[src/rtl/chimp_pkg.sv]
// Shared types and constants for the chimp memory-game controller.
package chimp_pkg;

  localparam int unsigned BOARD_DIM = 8;
  localparam int unsigned NUM_W     = 5;
  localparam int unsigned STATE_W   = 3;
  localparam int unsigned LFSR_W    = 8;
  localparam int unsigned STRIKE_W  = 2;

  // Galois right-shift form of x^8+x^6+x^5+x^4+1
  localparam logic [LFSR_W-1:0] LFSR_SEED = 8'hA5;
  localparam logic [LFSR_W-1:0] LFSR_TAPS = 8'hB8;

  typedef enum logic [STATE_W-1:0] {
    ST_IDLE      = 3'd0,
    ST_CLEAR     = 3'd1,
    ST_LOAD      = 3'd2,
    ST_SHOW      = 3'd3,
    ST_PLAY      = 3'd4,
    ST_ROUND_WIN = 3'd5,
    ST_STRIKE    = 3'd6,
    ST_GAME_OVER = 3'd7
  } state_e;

endpackage

[src/rtl/chimp_lfsr.sv]
// 8-bit maximal-length Galois LFSR used to pick board cells.
module chimp_lfsr
  import chimp_pkg::*;
(
  input  logic              clk,
  input  logic              rst_n,
  input  logic              en_i,
  output logic [LFSR_W-1:0] value_o
);

  logic [LFSR_W-1:0] lfsr_q, lfsr_d;

  always_comb begin
    lfsr_d = lfsr_q;
    if (en_i) begin
      lfsr_d = (lfsr_q >> 1) ^ (lfsr_q[0] ? LFSR_TAPS : '0);
    end
  end

  always_ff @(posedge clk or negedge rst_n) begin
    if (!rst_n) lfsr_q <= LFSR_SEED;
    else        lfsr_q <= lfsr_d;
  end

  assign value_o = lfsr_q;

endmodule

[src/rtl/chimp_game_ctrl.sv]
// Round/strike sequencer for the chimp memory game.
// Optional build macro CHIMP_SHOW_TIMEOUT_EN adds a SHOW-phase timeout.
module chimp_game_ctrl
  import chimp_pkg::*;
#(
  parameter int unsigned START_LEVEL = 4,
  parameter int unsigned MAX_LEVEL   = 31,
  parameter int unsigned MAX_STRIKES = 3,
  parameter int unsigned SHOW_CYCLES = 50_000_000
) (
  input  logic                clk,
  input  logic                iResetn,
  input  logic                iStart,
  input  logic                iDoneLoad,
  input  logic                iChoseCorrect,
  input  logic                iChoseWrong,
  output logic [LFSR_W-1:0]   oRandNum,
  output logic [NUM_W-1:0]    oLoadNum,
  output logic                oLoadEnable,
  output logic                oResetBoard,
  output logic                oShowEnable,
  output logic                oGameOver,
  output logic [NUM_W-1:0]    oChooseNum,
  output logic [NUM_W-1:0]    oLevel,
  output logic [STRIKE_W-1:0] oStrikes,
  output logic [STATE_W-1:0]  oState
);

  if (START_LEVEL < 1 || START_LEVEL > MAX_LEVEL || MAX_LEVEL > 31 ||
      MAX_STRIKES < 1 || MAX_STRIKES > 3 || SHOW_CYCLES < 1) begin : g_bad_param
    $error("chimp_game_ctrl: illegal parameter combination");
  end

  // Async assert, clk-synchronous release
  logic [1:0] rst_sync_q;
  logic       rst_n;

  always_ff @(posedge clk or negedge iResetn) begin
    if (!iResetn) rst_sync_q <= 2'b00;
    else          rst_sync_q <= {rst_sync_q[0], 1'b1};
  end

  assign rst_n = rst_sync_q[1];

  state_e                state_q, state_d;
  logic [NUM_W-1:0]      level_q, level_d;
  logic [STRIKE_W-1:0]   strikes_q, strikes_d;
  logic [NUM_W-1:0]      load_cnt_q, load_cnt_d;
  logic [NUM_W-1:0]      choose_q, choose_d;
  logic                  load_en_q, reset_board_q, show_en_q, game_over_q;
  logic                  click_wrong, click_right;

  // A simultaneous right+wrong verdict counts as wrong
  assign click_wrong = iChoseWrong;
  assign click_right = iChoseCorrect & ~iChoseWrong;

`ifdef CHIMP_SHOW_TIMEOUT_EN
  localparam int unsigned SHOW_W = (SHOW_CYCLES > 1) ? $clog2(SHOW_CYCLES) : 1;
  logic [SHOW_W-1:0] show_cnt_q, show_cnt_d;
  logic              show_timeout;

  assign show_timeout = (show_cnt_q == SHOW_W'(SHOW_CYCLES - 1));

  always_comb begin
    show_cnt_d = '0;
    if (state_q == ST_SHOW) show_cnt_d = show_cnt_q + SHOW_W'(1);
  end

  always_ff @(posedge clk or negedge rst_n) begin
    if (!rst_n) show_cnt_q <= '0;
    else        show_cnt_q <= show_cnt_d;
  end
`endif

  always_comb begin
    state_d    = state_q;
    level_d    = level_q;
    strikes_d  = strikes_q;
    load_cnt_d = load_cnt_q;
    choose_d   = choose_q;
    unique case (state_q)
      ST_IDLE, ST_GAME_OVER: begin
        if (iStart) begin
          state_d   = ST_CLEAR;
          level_d   = NUM_W'(START_LEVEL);
          strikes_d = '0;
        end
      end
      ST_CLEAR: begin
        load_cnt_d = NUM_W'(1);
        state_d    = ST_LOAD;
      end
      ST_LOAD: begin
        if (iDoneLoad) begin
          if (load_cnt_q == level_q) begin
            state_d  = ST_SHOW;
            choose_d = NUM_W'(1);
          end else begin
            load_cnt_d = load_cnt_q + NUM_W'(1);
          end
        end
      end
      ST_SHOW: begin
        if (click_wrong) begin
          state_d = ST_STRIKE;
        end else if (click_right) begin
          choose_d = choose_q + NUM_W'(1);
          state_d  = (level_q == NUM_W'(1)) ? ST_ROUND_WIN : ST_PLAY;
        end
`ifdef CHIMP_SHOW_TIMEOUT_EN
        else if (show_timeout) begin
          state_d = ST_PLAY;
        end
`endif
      end
      ST_PLAY: begin
        if (click_wrong) begin
          state_d = ST_STRIKE;
        end else if (click_right) begin
          if (choose_q == level_q) state_d = ST_ROUND_WIN;
          else                     choose_d = choose_q + NUM_W'(1);
        end
      end
      ST_ROUND_WIN: begin
        if (level_q < NUM_W'(MAX_LEVEL)) level_d = level_q + NUM_W'(1);
        state_d = ST_CLEAR;
      end
      ST_STRIKE: begin
        if (strikes_q != '1) strikes_d = strikes_q + STRIKE_W'(1);
        if ((32'(strikes_q) + 32'd1) >= 32'(MAX_STRIKES)) state_d = ST_GAME_OVER;
        else                                               state_d = ST_CLEAR;
      end
      default: state_d = ST_IDLE;
    endcase
  end

  // Strobes are decoded from the next state so they line up with state_q
  always_ff @(posedge clk or negedge rst_n) begin
    if (!rst_n) begin
      state_q       <= ST_IDLE;
      level_q       <= NUM_W'(START_LEVEL);
      strikes_q     <= '0;
      load_cnt_q    <= '0;
      choose_q      <= '0;
      load_en_q     <= 1'b0;
      reset_board_q <= 1'b0;
      show_en_q     <= 1'b0;
      game_over_q   <= 1'b0;
    end else begin
      state_q       <= state_d;
      level_q       <= level_d;
      strikes_q     <= strikes_d;
      load_cnt_q    <= load_cnt_d;
      choose_q      <= choose_d;
      load_en_q     <= (state_d == ST_LOAD);
      reset_board_q <= (state_d == ST_CLEAR);
      show_en_q     <= (state_d == ST_SHOW);
      game_over_q   <= (state_d == ST_GAME_OVER);
    end
  end

  chimp_lfsr u_lfsr (
    .clk     (clk),
    .rst_n   (rst_n),
    .en_i    (state_q != ST_IDLE),
    .value_o (oRandNum)
  );

  assign oLoadNum    = load_cnt_q;
  assign oLoadEnable = load_en_q;
  assign oResetBoard = reset_board_q;
  assign oShowEnable = show_en_q;
  assign oGameOver   = game_over_q;
  assign oChooseNum  = choose_q;
  assign oLevel      = level_q;
  assign oStrikes    = strikes_q;
  assign oState      = state_q;

endmodule

[config.mk]
export PLATFORM = sky130hd
export DESIGN_NAME = chimp_game_ctrl
export DESIGN_NICKNAME = d
export VERILOG_FILES = /design/src/rtl/chimp_pkg.sv /design/src/rtl/chimp_lfsr.sv /design/src/rtl/chimp_game_ctrl.sv
export SDC_FILE = /design/constraint.sdc
export NUM_CORES = 1
export LEC_CHECK = 0
export CORE_AREA = 2 2 88 48
export DETAILED_ROUTE_END_ITERATION = 7
export DIE_AREA = 0 0 90 50
export GPL_ROUTABILITY_DRIVEN = 0
export MAX_ROUTING_LAYER = met4
export PLACE_DENSITY = 0.88
export SYNTH_ARGS = -nofsm -noshare
export SYNTH_HDL_FRONTEND = slang
export SYNTH_HIERARCHICAL = 1
export SYNTH_SLANG_ARGS = --single-unit
export TNS_END_PERCENT = 100
[constraint.sdc]
create_clock -name clk -period 2.4 [get_ports clk]
set_clock_uncertainty 0.05 [all_clocks]
set_input_delay 0.36 -clock clk [delete_from_list [all_inputs] [get_ports clk]]
set_output_delay 0.36 -clock clk [all_outputs]
set_load 0.05 [all_outputs]
==> Yosys cells after proc, flatten, opt, wreduce, memory -nomap -nowiden <==
Cells that the tools add are included.
{ "word_totals": {"regBits": 34, "out_inout_bits": 32} }
{ "op_classes": {"magnitude_cmp": 2, "reduce_logical": 11, "eq_ne": 26, "bitwise_logic": 3, "n_addsub": 5, "n_mux": 29} }
{ "ops": {"columns": ["op", "n"], "rows": [
  ["$mux W5", 11],
  ["$mux W3", 9],
  ["$ne A2 B2 Y1 const B", 12],
  ["$pmux W3 S7", 1],
  ["$pmux W5 S2", 2],
  ["$add A5 B1 Y5 const B", 3],
  ["$eq A3 B3 Y1 const B", 5],
  ["$pmux W5 S3", 1],
  ["$eq A3 B2 Y1 const B", 4],
  ["$eq A5 B5 Y1", 2],
  ["$reduce_and A3 Y1", 3],
  ["$mux W8", 1],
  ["$reduce_and A8 Y1", 1],
  ["$xor A7 B8 Y8", 1],
  ["$eq A3 B1 Y1 const B", 2],
  ["$reduce_bool A2 Y1", 3],
  ["$reduce_bool A3 Y1", 2],
  ["$eq A5 B1 Y1 const B", 1],
  ["$lt A5 B5 Y1 const B", 1],
  ["$mux W2", 2],
  ["$pmux W2 S2", 1],
  ["$add A2 B1 Y3 const B", 1],
  ["$ge A3 B2 Y1 const B", 1],
  ["$logic_not A3 Y1", 1],
  ["5 further kinds", 5]
]} }

==> Logic depth before layout (Yosys ltp) <==
Gate-level depths: netlist of the first run.
{ "logic_depth": {"depth_word": 6, "mapped_depth": 8} }

==> Modules after synthesis <==
Netlist of the first run, hierarchy kept.
{ "by_module_without_submodules": {"columns": ["mod", "seq_area_each_um2", "cells_each", "instances", "area_each_um2"], "rows": [
  ["chimp_game_ctrl", 651.9, 181, 1, 1676.6],
  ["chimp_lfsr", 205.2, 23, 1, 321.6]
]} }

==> Least setup slack after synthesis of the first run <==
OpenSTA, ideal clock, no wires.
{ "synth_path": {"kind": "register to register", "from": "reg level_q[4], in the netlist oLevel[4]", "to": "reg choose_q[1], in the netlist oChooseNum[1]", "arrival_ns": 2.066, "t_required_ns": 2.225, "path_stages_with_launch": 7, "setup_slack_ns": 0.159, "path_cell_list": "dfrtp_1 > buf_2 > xnor2_1 > nand3_1 > o31a_1 > or3_4 > mux2_4"} }
{ "synth_between": {"elab_chain_len": 3, "elab_cells_between_ends": 5, "cone_classes": "4 x eq/ne; 1 x reduce/logical"} }
{ "synth_lines": {"columns": ["element", "line_no", "source"], "rows": [
  ["start: declaration", "chimp_game_ctrl.sv:46", "logic [NUM_W-1:0] level_q, level_d;"],
  ["start signal: assignment", "chimp_game_ctrl.sv:141", "level_q <= NUM_W'(START_LEVEL);"],
  ["start signal: assignment", "chimp_game_ctrl.sv:151", "level_q <= level_d;"],
  ["$eq A5 B5 Y1 (on tied branches)", "chimp_game_ctrl.sv:120, chimp_game_ctrl.sv:95", null],
  ["$ne A2 B2 Y1 (no source line)", null, null],
  ["$reduce_and A8 Y1 (no source line) (*)", null, null],
  ["end signal: assignment", "chimp_game_ctrl.sv:154", "choose_q <= choose_d;"],
  ["end: declaration", "chimp_game_ctrl.sv:49", "logic [NUM_W-1:0] choose_q, choose_d;"]
]} }
Mark *: on every way between the ends. The rest lies on a longest branch, timed or not.
A chain may end at the register's enable or synchronous reset.

==> Worst setup path after layout of the first run <==
{ "layout_path": {"from": "reg state_q[0], in the netlist oState[0]", "to": "reg choose_q[1], in the netlist oChooseNum[1]"} }
{ "layout_between": {"elab_chain_len": 3, "elab_cells_between_ends": 13, "cone_classes": "10 x eq/ne; 1 x mux; 2 x reduce/logical"} }
{ "layout_lines": {"columns": ["element", "line_no", "source"], "rows": [
  ["start: declaration", "chimp_game_ctrl.sv:45", "state_e state_q, state_d;"],
  ["start signal: assignment", "chimp_game_ctrl.sv:150", "state_q <= state_d;"],
  ["$eq A3 B3 Y1 / $eq A3 B2 Y1 (equally long branches)", "chimp_game_ctrl.sv:81", "unique case (state_q)"],
  ["$ne A2 B2 Y1 (no source line) / $reduce_bool A3 Y1 (equally long branches)", null, null],
  ["$reduce_and A8 Y1 (no source line)", null, null]
]} }
Parallel ways exist; a longest one is shown, timed or not.

==> results.py, run 1 <==
metrics = {
    "run_status": {
        "status": "complete, no violations",
    },
    "floorplanning": {
        "die_y_um": 50,
        "ios": 38,
        "dieArea_um2": 4500,
        "coreArea_um2": 3720,
        "fp.dieW_um": 90,
        "start_util": 0.537,
        "placementRows": 16,
    },
    "power": {
        "p_seq_frac": 0.268,
        "switching_share": 0.485,
        "p_leak_uw": 0.00104,
        "comb_power_share": 0.588,
        "power_per_cell_area_nw_per_um2": 1510,
        "switchingPower_uw": 1860,
        "clkPwrFrac": 0.144,
        "p_int_uw": 1970,
        "ir_worst_vdd_uv": 565,
    },
    "flow_run": {
        "drv_cap": 0,
    },
    "clocking": {
        "cts_buffers": 5,
        "cts_tree": "done",
        "ctsResizeCount": 0,
        "ctsRootBufferMaster": "clkbuf_8",
        "htreeDepth": 2,
        "post_cts_buffers": 0,
        "clk_latency_ns": 0.29,
        "hold_buffers": 0,
        "clkTransAtPathRegs_ns": 0.08,
        "clock_tree.buffer_depth": 2,
        "cts_sinks": 34,
    },
    "drt": {
        "viasPerCell": 5.75,
        "num_vias": 1732,
        "final_antenna_net_count": 0,
        "drt-initial-drc-count": 124,
        "wl_um": 4520,
        "route.detailed.drc": 0,
        "first_pass_iters": 4,
        "wl_per_cell_um": 15.0,
    },
    "critical_path": {
        "rrSetupSlack_ns": 0.16,
        "start_kind": "flip-flop",
        "worstReg2RegEnd": "oChooseNum[1]",
        "cp_slowest_cell": "nor3b_1",
        "crit_fanout": 7,
        "crit_chain": "nor3b_1 -> a22oi_1 -> or3_4 -> mux2_4",
        "reg2reg_depth": 4,
        "critPathTopFamily": "simple AND/OR/NAND/NOR gates",
        "cp.buffers_inverters": 0,
        "cp.arrival_ns": 2.37,
        "critPathMaxStageDelay_ns": 0.55,
        "timing.rr.start": "oState[0]",
        "crit_required_ns": 2.53,
        "path_class": "reg -> reg",
        "critPathCaptureType": "flip-flop",
    },
    "cells_and_area": {
        "antenna_cells": 0,
        "syn2layout_area_growth_pct": 27.6,
        "utilization": 0.684,
        "drive_above_1_share": 0.146,
        "nets": 259,
    },
    "sta": {
        "finalHoldViolations": 0,
        "rsz0062_at_grt": "false",
        "maxSlewHeadroom": 0.609,
        "tightest_slew_ns": 0.579,
        "fmax_mhz": 447,
        "min_period_over_period": 0.932,
        "report.final.slew_viol_count": 0,
        "fin_setup_tns_ns": 0,
        "setup_viol": 0,
        "period_needed_ns": 2.24,
        "timing.hold.ws_ns": 0.186,
    },
    "logic_synthesis": {
        "synthTopCellsByArea": "dfrtp_1 (36%), dfstp_2 (6.6%), ha_1 (4.4%), xnor2_1 (3.9%), a21oi_1 (3.8%)",
        "ys.warnings.count": 6,
        "synth_fp_nets": 217,
        "synthTopCellsByCount": "dfrtp_1 (29), nor2_1 (17), a21oi_1 (15)",
        "ys_ff_latch": 34,
        "synthMostInstantiatedCell": "dfrtp_1",
        "syn_inst": 204,
        "synth_top_area_cell": "dfrtp_1",
        "ys_seq_area_frac": 0.429,
        "synth_enable_flop_cells": 0,
        "async_reset_ff_frac": 1.00,
        "synth_area_um2": 2000,
        "syn_avg_cell_area_um2": 9.79,
        "synthFlopType": "dfrtp_1",
        "yosys.area.top_type_share": 0.363,
        "netlist-cell-type-count": 50,
    },
    "grt": {
        "grt_max_degree": 33,
        "grt_pass1_wl_um": 7800,
        "grt_usage": 0.229,
        "met1_usage": 0.309,
        "grt.busiest_layer": "met2",
        "grt_overflow_total": 0,
        "antenna_found_initial": 0,
        "use_met2": 0.330,
        "grt_pass1_vias": 1590,
        "grt_use_met3": 0.0596,
    },
    "placed_design": {
        "dpl.hpwl_um": 3330,
        "io_buffers": 37,
    },
    "hold_path": {
        "hold_path.class": "in -> async",
    },
}
-- state kept, by name (all words and copies together) (netlist names) --
| signal | count |
|---|---|
| u_lfsr/value_o | 8 |
| oChooseNum | 5 |
| oLevel | 5 |
| oLoadNum | 5 |
| oState | 3 |
| oStrikes | 2 |
| rst_sync_q | 2 |
| oGameOver | 1 |
| oLoadEnable | 1 |
| oResetBoard | 1 |
| oShowEnable | 1 |
-- per-layer routing --
layer / share of wire / wire (um)
met4: 0.014 / 64
met1: 0.48 / 2160
met3: 0.072 / 327
met5: 0 / 0
met2: 0.44 / 1970
-- cells in the final DEF (no fill, tap or decap), types with 2 or more instances in the layout --
| cell type | netlist | routed |
|---|---|---|
| clkdlybuf4s50_1 | 0 | 37 |
| nor3b_2 | 2 | 2 |
| xor2_1 | 7 | 7 |
| inv_1 | 6 | 6 |
| o31ai_1 | 4 | 4 |
| and3_1 | 2 | 2 |
| nor2b_1 | 4 | 4 |
| buf_4 | 2 | 10 |
| nand3_1 | 6 | 6 |
| o21ai_0 | 13 | 13 |
| nand3b_1 | 2 | 2 |
| o21a_1 | 2 | 2 |
| mux2_2 | 6 | 6 |
| xnor2_1 | 9 | 9 |
| o41ai_1 | 6 | 6 |
| a22oi_1 | 2 | 2 |
| a21oi_1 | 15 | 15 |
| nand2_1 | 13 | 13 |
| a211oi_1 | 2 | 2 |
| nor3_1 | 4 | 4 |
| nor2_1 | 17 | 17 |
| ha_1 | 7 | 7 |
| nor3b_1 | 2 | 2 |
| clkbuf_8 | 0 | 6 |
| or3_1 | 3 | 3 |
| o211ai_1 | 3 | 3 |
| dfrtp_1 | 29 | 29 |
| dfstp_2 | 5 | 5 |
| or4_1 | 2 | 2 |
-- logic make-up after synthesis --
group                    count (synthesis)  synth area share
AO/OA/AOI/OAI                           56             0.187
XOR/XNOR                                16            0.0701
multiplexers                             7            0.0413
flip-flops                              34             0.429
adder cells (fa/ha/maj)                  7            0.0438
buffers and inverters                   19            0.0526
other                                    1           0.00188
AND/OR/NAND/NOR                         64             0.175
-- power groups by stage --
stage	Clock (uW)	Sequential, uW	Combinational (uW)
final	551	1030	2260
after global placement	0	1030	2200
after floorplan	0	1670	957
after CTS	560	1030	2260
after detailed placement	0	1040	2250
after global routing	586	1070	2430
-- metrics by stage --
stage | setup slack, ns | instances | power [uW] | cell area (um2)
3_5_place_dp | 0.0795 | 293 | 3290 | 2430
2_1_floorplan | 0.159 | 204 | 2620 | 2000
6_report | 0.163 | 301 | 3840 | 2550
4_1_cts | 0.167 | 301 | 3850 | 2550
3_3_place_gp | 0.158 | 293 | 3230 | 2430
5_1_grt | 0.0977 | 301 | 4080 | 2550
-- worst max-delay path by stage --
| stage | startpoint | cells after the start | to | slack [ns] |
|---|---|---|---|---|
| floorplan | oLevel[4] | 6 | oChooseNum[1] | 0.16 |
| CTS | oState[0] | 4 | oChooseNum[1] | 0.17 |
| finish | oState[0] | 4 | oChooseNum[1] | 0.16 |
| detailed placement | iChoseCorrect | 5 | oChooseNum[1] | 0.08 |
| global placement | iChoseCorrect | 6 | oChooseNum[1] | 0.16 |
| global route | oState[0] | 4 | oChooseNum[1] | 0.1 |
-- final cells by class --
| type | count | area (um2) |
|---|---|---|
| clock buffer | 7 | 86.3 |
| timing repair buffer | 47 | 445 |
| inverter | 7 | 26.3 |
| multi-input combinational | 151 | 1040 |
| fill | 296 | 1170 |
| sequential | 34 | 857 |
| clock inverter | 1 | 30.0 |
| tap | 54 | 67.6 |
No activity file was read; power rests on OpenSTA's default activity.
==> run 2: changes to the inputs <==
--- a/config.mk
+++ b/config.mk
@@ -11,6 +11,7 @@
 export GPL_ROUTABILITY_DRIVEN = 0
 export MAX_ROUTING_LAYER = met4
 export PLACE_DENSITY = 0.88
+export RECOVER_POWER = 50
 export SYNTH_ARGS = -nofsm -noshare
 export SYNTH_HDL_FRONTEND = slang
 export SYNTH_HIERARCHICAL = 1
==> run 2 against run 1 <==
Compared with the run above: critical endpoint unchanged; global-route usage unchanged; design area down 0.29%; the flow now finishes with violations (capacitance limit, slew limit); count of clock-buffer cells in the layout unchanged; worst setup slack better by 0.0019 ns; fmax about the same; die area unchanged; clock power about the same; critical path type unchanged; sequential share of layout area up 0.099 points; critical path depth unchanged; flip-flop and latch count unchanged.
==> results.py, run 2 (synthesized netlist as in run 1, its figures left out) <==
metrics = {
    "cells_and_area": {
        "nets": 259,
        "layout.cells.most_common": "clkdlybuf4s50_1",
        "drive_above_1_share": 0.138,
        "largest_reg_flops": 8,
        "fill_cells": 300,
        "final_cell_mix": "clkdlybuf4s50_1 (36), dfrtp_1 (29), nor2_1 (17)",
        "syn2layout_area_growth_pct": 27.2,
        "regArea_um2": 857,
        "antenna_cells": 0,
        "multi_input_area_um2": 1040,
    },
    "power": {
        "ir_worst_vdd_uv": 565,
        "p_seq_frac": 0.269,
        "switching_share": 0.487,
        "p_int_uw": 1960,
        "power_per_cell_area_nw_per_um2": 1510,
        "clkPwrFrac": 0.144,
        "comb_power_share": 0.587,
        "p_leak_uw": 0.00103,
        "switchingPower_uw": 1860,
    },
    "drt": {
        "num_vias": 1713,
        "viasPerCell": 5.69,
        "final_antenna_net_count": 0,
        "route.detailed.drc": 0,
        "drt-initial-drc-count": 128,
        "wl_per_cell_um": 15.0,
        "wl_um": 4520,
        "first_pass_iters": 4,
    },
    "clocking": {
        "ctsRootBufferMaster": "clkbuf_8",
        "clkTransAtPathRegs_ns": 0.07,
        "ctsResizeCount": 0,
        "cts_tree": "done",
        "clock_tree.buffer_depth": 2,
        "cts_sinks": 34,
        "cts_buffers": 5,
        "htreeDepth": 2,
        "hold_buffers": 0,
        "post_cts_buffers": 0,
        "clk_latency_ns": 0.30,
    },
    "grt": {
        "grt_pass1_vias": 1590,
        "grt_overflow_total": 0,
        "met1_usage": 0.309,
        "grt_use_met3": 0.0596,
        "antenna_found_initial": 0,
        "grt.busiest_layer": "met2",
        "grt_pass1_wl_um": 7800,
        "grt_max_degree": 33,
        "use_met2": 0.330,
        "grt_usage": 0.229,
    },
    "critical_path": {
        "path_class": "reg -> reg",
        "worstReg2RegEnd": "oChooseNum[1]",
        "cp.arrival_ns": 2.37,
        "timing.rr.start": "oState[0]",
        "cp-startpoint": "oState[0]",
        "reg2reg_depth": 4,
        "critPathCaptureType": "flip-flop",
        "rrSetupSlack_ns": 0.16,
        "crit_required_ns": 2.54,
        "start_kind": "flip-flop",
        "crit_fanout": 7,
    },
    "sta": {
        "report.final.slew_viol_count": 33,
        "tightest_slew_ns": 1.70,
        "setup_viol": 0,
        "maxSlewHeadroom": -0.135,
        "period_needed_ns": 2.24,
        "fin_setup_tns_ns": 0,
        "setup_ws_ns": 0.165,
        "min_period_over_period": 0.931,
        "finalHoldViolations": 0,
        "fmax_mhz": 447,
        "rsz0062_at_grt": "false",
    },
    "placed_design": {
        "io_buffers": 37,
        "dp_slack_ns": 0.0795,
        "dpl.hpwl_um": 3330,
    },
    "floorplanning": {
        "die_y_um": 50,
        "fp.dieW_um": 90,
        "dieArea_um2": 4500,
        "start_util": 0.537,
        "placementRows": 16,
        "coreArea_um2": 3720,
        "ios": 38,
    },
    "run_status": {
        "violations": "capacitance limit, slew limit",
        "status": "finished, violations left",
    },
    "flow_run": {
        "drv_cap": 1,
    },
    "hold_path": {
        "hold_path.class": "in -> async",
    },
}
==> run 2: power by group through the flow <==
| stage | combinational [uW] | clock [uW] | sequential (uW) |
|---|---|---|---|
| floorplan | 957 | 0 | 1670 |
| global placement | 2200 | 0 | 1030 |
| detailed placement | 2250 | 0 | 1040 |
| CTS | 2260 | 560 | 1030 |
| global route | 2420 | 586 | 1070 |
| finish | 2250 | 552 | 1030 |
==> run 2: per-layer routing <==
metal / vias up / routed length, um
met5: - / 0
li1: 820 / -
met3: 7 / 319
met1: 825 / 2180
met2: 61 / 1950
met4: 0 / 65
==> run 2: how the worst max path moves through the flow <==
stage / to / slack [ns]
5_1_grt: oChooseNum[1] / 0.1
6_report: oChooseNum[1] / 0.16
4_1_cts: oChooseNum[1] / 0.17
3_5_place_dp: oChooseNum[1] / 0.08
2_1_floorplan: oChooseNum[1] / 0.16
3_3_place_gp: oChooseNum[1] / 0.16
==> run 2: layout make-up <==
cell class | count | share of cell area
repair buffers | 47 | 0.172
inverters | 7 | 0.0103
multi-input cells | 151 | 0.408
clock inverters | 1 | 0.0118
flip-flops and latches | 34 | 0.337
well taps | 54 | 0.0266
clock buffers | 7 | 0.0340
==> run 2: worst max-delay path, cell delays in order (launching register included) <==
cell	delay (ns)
dfrtp_1	0.45
nor3b_1	0.55
a22oi_1	0.31
or3_4	0.46
mux2_4	0.30
==> run 2: stage by stage <==
stage               hold WS (ns)  std cells  total power, uW   util  cell area, um2
floorplan                 0.0144        204             2620      -            2000
global placement           0.214        293             3230  0.653            2430
detailed placement         0.222        293             3290  0.653            2430
CTS                        0.176        301             3850  0.684            2550
global route               0.260        301             4070  0.682            2540
finish                     0.252        301             3830  0.682            2540
